==> src/rtl/mips_pkg.sv <==
// Shared MIPS pipeline definitions: datapath defaults, load-type encodings
// and writeback FSM states.
package mips_pkg;

  localparam int DATA_W_DEF = 32;
  localparam int REG_AW_DEF = 5;

  typedef enum logic [2:0] {
    LT_LW  = 3'd0,
    LT_LH  = 3'd1,
    LT_LHU = 3'd2,
    LT_LB  = 3'd3,
    LT_LBU = 3'd4
  } load_type_e;

  typedef enum logic {
    ST_RUN      = 1'b0,
    ST_WAIT_MEM = 1'b1
  } wb_state_e;

endpackage

==> src/rtl/load_align.sv <==
// Combinational little-endian load alignment: picks the byte/half addressed
// by addr and sign- or zero-extends it; unknown load types pass the word.
module load_align
  import mips_pkg::*;
#(
  parameter int DATA_W = DATA_W_DEF
) (
  input  logic [DATA_W-1:0] word,
  input  logic [1:0]        addr,
  input  logic [2:0]        load_type,
  output logic [DATA_W-1:0] result
);

  logic [15:0] half_val;
  logic [7:0]  byte_val;
  load_type_e  lt;

  always_comb begin
    lt       = load_type_e'(load_type);
    // A misaligned halfword simply takes the half selected by bit 1.
    half_val = addr[1] ? word[31:16] : word[15:0];
    case (addr)
      2'd0:    byte_val = word[7:0];
      2'd1:    byte_val = word[15:8];
      2'd2:    byte_val = word[23:16];
      default: byte_val = word[31:24];
    endcase
    case (lt)
      LT_LH:   result = {{(DATA_W-16){half_val[15]}}, half_val};
      LT_LHU:  result = {{(DATA_W-16){1'b0}}, half_val};
      LT_LB:   result = {{(DATA_W-8){byte_val[7]}}, byte_val};
      LT_LBU:  result = {{(DATA_W-8){1'b0}}, byte_val};
      default: result = word;
    endcase
  end

endmodule

==> src/rtl/writeback_stage.sv <==
// MEM/WB pipeline register and register-file write port, with a stall FSM
// that waits on variable-latency load data and a retired-instruction counter.
module writeback_stage
  import mips_pkg::*;
#(
  parameter int DATA_W = DATA_W_DEF,
  parameter int REG_AW = REG_AW_DEF,
  parameter int CNT_W  = 32
) (
  input  logic              CLK,
  input  logic              RST,
  input  logic              ValidM,
  input  logic              RegWriteM,
  input  logic              MemtoRegM,
  input  logic [2:0]        LoadTypeM,
  input  logic [REG_AW-1:0] WriteRegM,
  input  logic [DATA_W-1:0] ALUOutM,
  input  logic [DATA_W-1:0] ReadDataM,
  input  logic              DataReadyM,
  input  logic              FlushW,
  output logic              StallMem,
  output logic              RegWriteW,
  output logic [REG_AW-1:0] WriteRegW,
  output logic [DATA_W-1:0] ResultW,
  output logic [CNT_W-1:0]  RetiredCount
);

  wb_state_e         state;
  logic              load_miss;
  logic              capture;
  logic              retire;
  logic [DATA_W-1:0] load_result;

  load_align #(.DATA_W(DATA_W)) u_load_align (
    .word      (ReadDataM),
    .addr      (ALUOutM[1:0]),
    .load_type (LoadTypeM),
    .result    (load_result)
  );

  // A flushed load never needs its data, so it does not start a wait.
  assign load_miss = ValidM & MemtoRegM & ~DataReadyM & ~FlushW;

  always_comb begin
    StallMem = 1'b0;
    capture  = 1'b0;
    if (state == ST_RUN) begin
      StallMem = load_miss;
      capture  = ~load_miss;
    end else begin
      StallMem = ~DataReadyM;
      capture  = DataReadyM;
    end
    if (RST) StallMem = 1'b0;
    retire = capture & ValidM & ~FlushW;
  end

  always_ff @(posedge CLK or posedge RST) begin
    if (RST) begin
      state        <= ST_RUN;
      RegWriteW    <= 1'b0;
      WriteRegW    <= '0;
      ResultW      <= '0;
      RetiredCount <= '0;
    end else begin
      case (state)
        ST_RUN:      state <= load_miss ? ST_WAIT_MEM : ST_RUN;
        ST_WAIT_MEM: state <= (FlushW | DataReadyM) ? ST_RUN : ST_WAIT_MEM;
        default:     state <= ST_RUN;
      endcase
      RegWriteW <= retire & RegWriteM & (WriteRegM != '0);
      // Bubbles leave the data/address registers untouched.
      if (retire) begin
        WriteRegW    <= WriteRegM;
        ResultW      <= MemtoRegM ? load_result : ALUOutM;
        RetiredCount <= RetiredCount + CNT_W'(1);
      end
    end
  end

endmodule

==> config.mk <==
export PLATFORM = sky130hd
export DESIGN_NAME = writeback_stage
export DESIGN_NICKNAME = d
export VERILOG_FILES = /design/src/rtl/mips_pkg.sv /design/src/rtl/load_align.sv /design/src/rtl/writeback_stage.sv
export SDC_FILE = /design/constraint.sdc
export NUM_CORES = 1
export LEC_CHECK = 0
export ABC_AREA = 1
export ABC_CLOCK_PERIOD_IN_PS = 2600
export BUFFER_PORTS_ARGS = -buffer_cell sky130_fd_sc_hd__clkbuf_2
export CORE_ASPECT_RATIO = 0.6
export CORE_MARGIN = 1.5
export CORE_UTILIZATION = 47
export CTS_CLUSTER_SIZE = 30
export DETAILED_ROUTE_END_ITERATION = 8
export PLACE_DENSITY = 0.88
export SLEW_MARGIN = 10
export SYNTH_ARGS = -nofsm -noshare
export SYNTH_HDL_FRONTEND = slang
export SYNTH_SLANG_ARGS = --single-unit
==> constraint.sdc <==
create_clock -name CLK -period 2.6 [get_ports CLK]
set_input_delay 0.78 -clock CLK [delete_from_list [all_inputs] [get_ports CLK]]
set_output_delay 0.78 -clock CLK [all_outputs]
set_load 0.02 [all_outputs]
After elaboration in Yosys (flattened, before gate mapping). Index checks and enable logic that the tools add are counted.

Add/sub/neg operators: 1. Equality and inequality tests: 6. Mux-type cells: 10. Bitwise gates (word level): 12. Reductions and logical operators: 2.

Operator list (number): $pmux 32 s4 (1); $add 32x1->32 const B (1); $mux 32 (1); $pmux 8 s3 (1); $mux 16 (1); $and 1x1->1 (7); $eq 3x2->1 const B (2); $mux 1 (5); $reduce_bool 5->1 (1); $not 1->1 (4); $eq 3x1->1 const B (1); $eq 3x3->1 const B (1); $eq 2x1->1 const B (1); $eq 2x2->1 const B (1); $logic_not 2->1 (1); $pmux 1 s2 (1); $or 1x1->1 (1).

Register bits after elaboration: 71. Input bits: 79. Output and inout bits: 71. Logic and storage cells: 36.

Depth between registers and ports, before layout.
Word-level depth: 9. Depth in mapped cells: 11. Mapped depth without buffers: 10.

Modules after synthesis. Synthesis repeated with hierarchy kept, for this count alone.

Cells, all modules: 703. Area total of the unflattened synthesis: 4797.1 sq um.

By module, submodules not included: writeback_stage (instances 1, cells an instance 482, area an instance 3652.3 sq um, sequential area each 1776.7 sq um); load_align (instances 1, cells an instance 221, area an instance 1144.8 sq um, sequential area each 0.0 sq um).

Worst setup path before layout. No wires, ideal clock.

Kind: input to output. Start point: input MemtoRegM. End point: output StallMem. Arrival: 1.503 ns. Data required time: 1.820 ns. Path slack: 0.317 ns. Stages: 4. Path buffers: 0. Cells stage by stage: clkinv_1 -> nor3_1 -> o21ai_0 -> nor2_1.

Cells in the longest elaborated chain, start to end: 5.

Ends and longest elaborated chain: from (decl) (line writeback_stage.sv:14) `input logic MemtoRegM,`; $and 1x1->1 (3 in series) (line writeback_stage.sv:42) `assign load_miss = ValidM & MemtoRegM & ~DataReadyM & ~FlushW;`; $mux 1 (line writeback_stage.sv:47) `if (state == ST_RUN) begin`; $mux 1 (line writeback_stage.sv:54) `if (RST) StallMem = 1'b0;`; to (decl) (line writeback_stage.sv:21) `output logic StallMem,`.

Every way passes these cells.

Worst setup path after layout. Same ends and word-level chain as after synthesis.

==> results.sh <==
export IMPL_status="complete, no violations"
export IMPL_syn_area_mm2=0.004616
export IMPL_async_flop_share_pct=100.0
export IMPL_hold_class="reg2reg"
export IMPL_crit_slowest_cell="clkbuf_2"
export IMPL_final_nets=906
export IMPL_dr_first_iter_drc_count=398
export IMPL_route_detailed_drc=0
export IMPL_yosysUniqueCellTypes=34
export IMPL_muxShareOfSynthArea_pct=0
export IMPL_grt_overflow_total=0
export IMPL_fin_crit_sh_pct=87.99
export IMPL_synth_edff_count=0
export IMPL_setup_viol=0
export IMPL_slew_headroom_pct=67.71
export IMPL_yosys_area_share_simple_pct=40.23
export IMPL_routed_wl_um=13520
export IMPL_synth_most_common_cell="nand2_1"
export IMPL_power_density_mw_per_mm2=634.4
export IMPL_clock_latency_ps=330
export IMPL_crit_required_ps=1820
export IMPL_holdCritStartpoint="ResultW[5]$_DFFE_PP0P_"
export IMPL_route_vias_total=4835
export IMPL_area_growth_pct=25.59
export IMPL_synth_compound_gate_area_share_pct=10.33
export IMPL_num_rows=27
export IMPL_crit_start="MemtoRegM"
export IMPL_synth_area_leaders="dfrtp_1, nand2_1, nor2_1"
export IMPL_finalHoldViolCount=0
export IMPL_clock_fmax_ghz=0.4371
export IMPL_die_height_um=79.76
export IMPL_n_antenna_cell=0
export IMPL_cp_top_family="buffers and inverters"
export IMPL_n_fill_cell=847
export IMPL_multi_input_area_mm2=0.002517
export IMPL_tns_ps=0
export IMPL_core_area_mm2=0.009358
export IMPL_ys_top_cells_by_count="nand2_1, nor2_1, dfrtp_1, inv_1, o21ai_0"
export IMPL_synth_top_family_by_area="simple AND/OR/NAND/NOR gates"
export IMPL_netlist_area_leader_share_pct=38.49
export IMPL_io_pin_count=150
export IMPL_peakVddDrop_uv=423.7
export IMPL_rsz0062_at_grt="false"
export IMPL_syn_avg_cell_area_um2=6.778
export IMPL_grt_pass1_vias=4292
export IMPL_drive_gt1_share_pct=26.96
export IMPL_ant_nets=0
export IMPL_skew_ps=8.356
export IMPL_die_area_mm2=0.01044
export IMPL_synth_top_area_cell="dfrtp_1"
export IMPL_hpwl_um=10300
export IMPL_synth_top_flop_cell="dfrtp_1"
export IMPL_cp_start_kind="input pin"
export IMPL_numCtsBuffers=9
export IMPL_cts_sinks=71
export IMPL_r2r_start="RetiredCount[0]$_DFFE_PP0P_"
export IMPL_ys_ff_latch=71
export IMPL_end_kind="output pin"
export IMPL_crit_fanout=3
export IMPL_place_gp_congestion=1.022
export IMPL_ys_warn_count=0
export IMPL_clkTransAtPathRegs_ps=60
export IMPL_grt_total_usage_pct=26.85
export IMPL_h_tree_depth=3
export IMPL_cts_tree="built"
export IMPL_crit_top_cell="clkbuf_2"
export IMPL_critPathMaxStageDelay_ps=170
export IMPL_postSynthCellCount=681
export IMPL_viasPerCell=5.031
export IMPL_synth_nets=761
export IMPL_antenna_found_initial=0
export IMPL_wire_per_inst_um=14.07
export IMPL_post_cts_buffers=0
export IMPL_worstSetupPathType="in2out"
export IMPL_holdBufCountCts=0
export IMPL_cts_resized_gates=0
export IMPL_min_period_ps=2288
export IMPL_io_buffers=149
export IMPL_die_w_um=130.9
export IMPL_grt_first_pass_wirelength_um=21490
export IMPL_initial_core_util_pct=49.32
export IMPL_leakagePower_uw=0.003069
export IMPL_drtPass1Iterations=5
export IMPL_tightestPinTransition_ps=483.8
export IMPL_clk_path_buf_depth=2
export IMPL_ys_seq_area_share_pct=38.49
export IMPL_place_area_mm2=0.005498
export IMPL_fin_area_mm2=0.005797
export IMPL_grt_start_max_net_pins=72
export IMPL_yosys_area_share_adder_pct=0.2711
export IMPL_crit_chain="clkbuf_2, clkinv_1, nor3_1, o21ai_0, nor2_1, clkbuf_2"
export IMPL_critPathArrivalTime_ps=1510
export IMPL_crit_buf_inv=3
export IMPL_synth_xor_area_share_pct=3.605
export IMPL_slew_viol_final=0
export IMPL_drv_cap=0
export IMPL_root_buffer="clkbuf_16"
export IMPL_seq_area_mm2=0.001777
-- area by class of cell --
type / instances / area share, %
well taps: 130 / 2.806
clock inverters: 6 / 1.209
flip-flops and latches: 71 / 30.65
multi-input cells: 535 / 43.43
inverters: 48 / 3.108
clock buffers: 10 / 3.950
repair buffers: 161 / 14.85
-- flip-flops by register name (all words and copies together) (netlist names) --
signal,cells
RegWriteW,1
WriteRegW,5
ResultW,32
state,1
RetiredCount,32
-- power breakdown --
part           leakage, µW  internal, µW  switching, µW  total (µW)
Combinational      0.00203           354            660        1010
Sequential        0.000899          1270            161        1430
Clock             0.000135           748            484        1230
Total              0.00307          2370           1310        3680
-- per-layer routing --
metal  part of all wire (%)  vias up  track usage (%)
li1                       -     2435                -
met1                     49     2172            41.70
met2                     40      220            36.89
met3                     10        8            7.172
met4                   0.53        0            5.055
met5                      0        -                0
-- worst paths after layout --
kind,cells after the start,end,slack (ps)
min in group asynchronous,3,ResultW[29]$_DFFE_PP0P_,520
worst max register to register,7,RetiredCount[22]$_DFFE_PP0P_,720
worst min-delay path,2,ResultW[5]$_DFFE_PP0P_,480
max in group asynchronous,3,ResultW[12]$_DFFE_PP0P_,1750
worst min register to register,2,ResultW[5]$_DFFE_PP0P_,480
worst max-delay path,6,StallMem,310
-- metrics by stage --
stage / util (%) / std cells / worst slack (ps) / total power [µW] / hold slack, ps
6_report: 61.95 / 961 / 312.3 / 3677 / 479.4
5_1_grt: 61.95 / 961 / 223.2 / 3878 / 504.2
4_1_cts: 61.95 / 961 / 304.3 / 3700 / 480.9
3_5_place_dp: 58.75 / 945 / 306.4 / 2454 / 464.2
3_3_place_gp: 58.75 / 945 / 301.1 / 2428 / 462.8
2_1_floorplan: - / 681 / 23.43 / 2063 / 531.9
-- logic make-up after synthesis --
kind of cell / Yosys count
simple gates: 428
compound gates: 87
buf+inv: 75
flops: 71
xor+xnor: 19
fa+ha+maj: 1
-- placed cells by master, fill, tap and decap left out, drive strengths merged --
master,count
dfrtp,71
clkinv,2
clkbuf,159
inv,48
nand3,36
a21oi,31
nand4,4
clkinvlp,3
nor2,104
xnor2,9
or2,11
a31oi,1
o21ai,54
o21a,1
ha,1
bufinv,1
nor3,7
buf,12
nand2,261
xor2,10
nand3b,5
-- worst reg2reg max path, delay by kind of cell, from the launching register on --
kind | cells | cell delay (ps)
adders and majority gates | 1 | 230
DFF | 1 | 480
xor gates and xnor gates | 1 | 160
and+or+nand+nor | 5 | 890
Power figures use the tool's default switching activity.
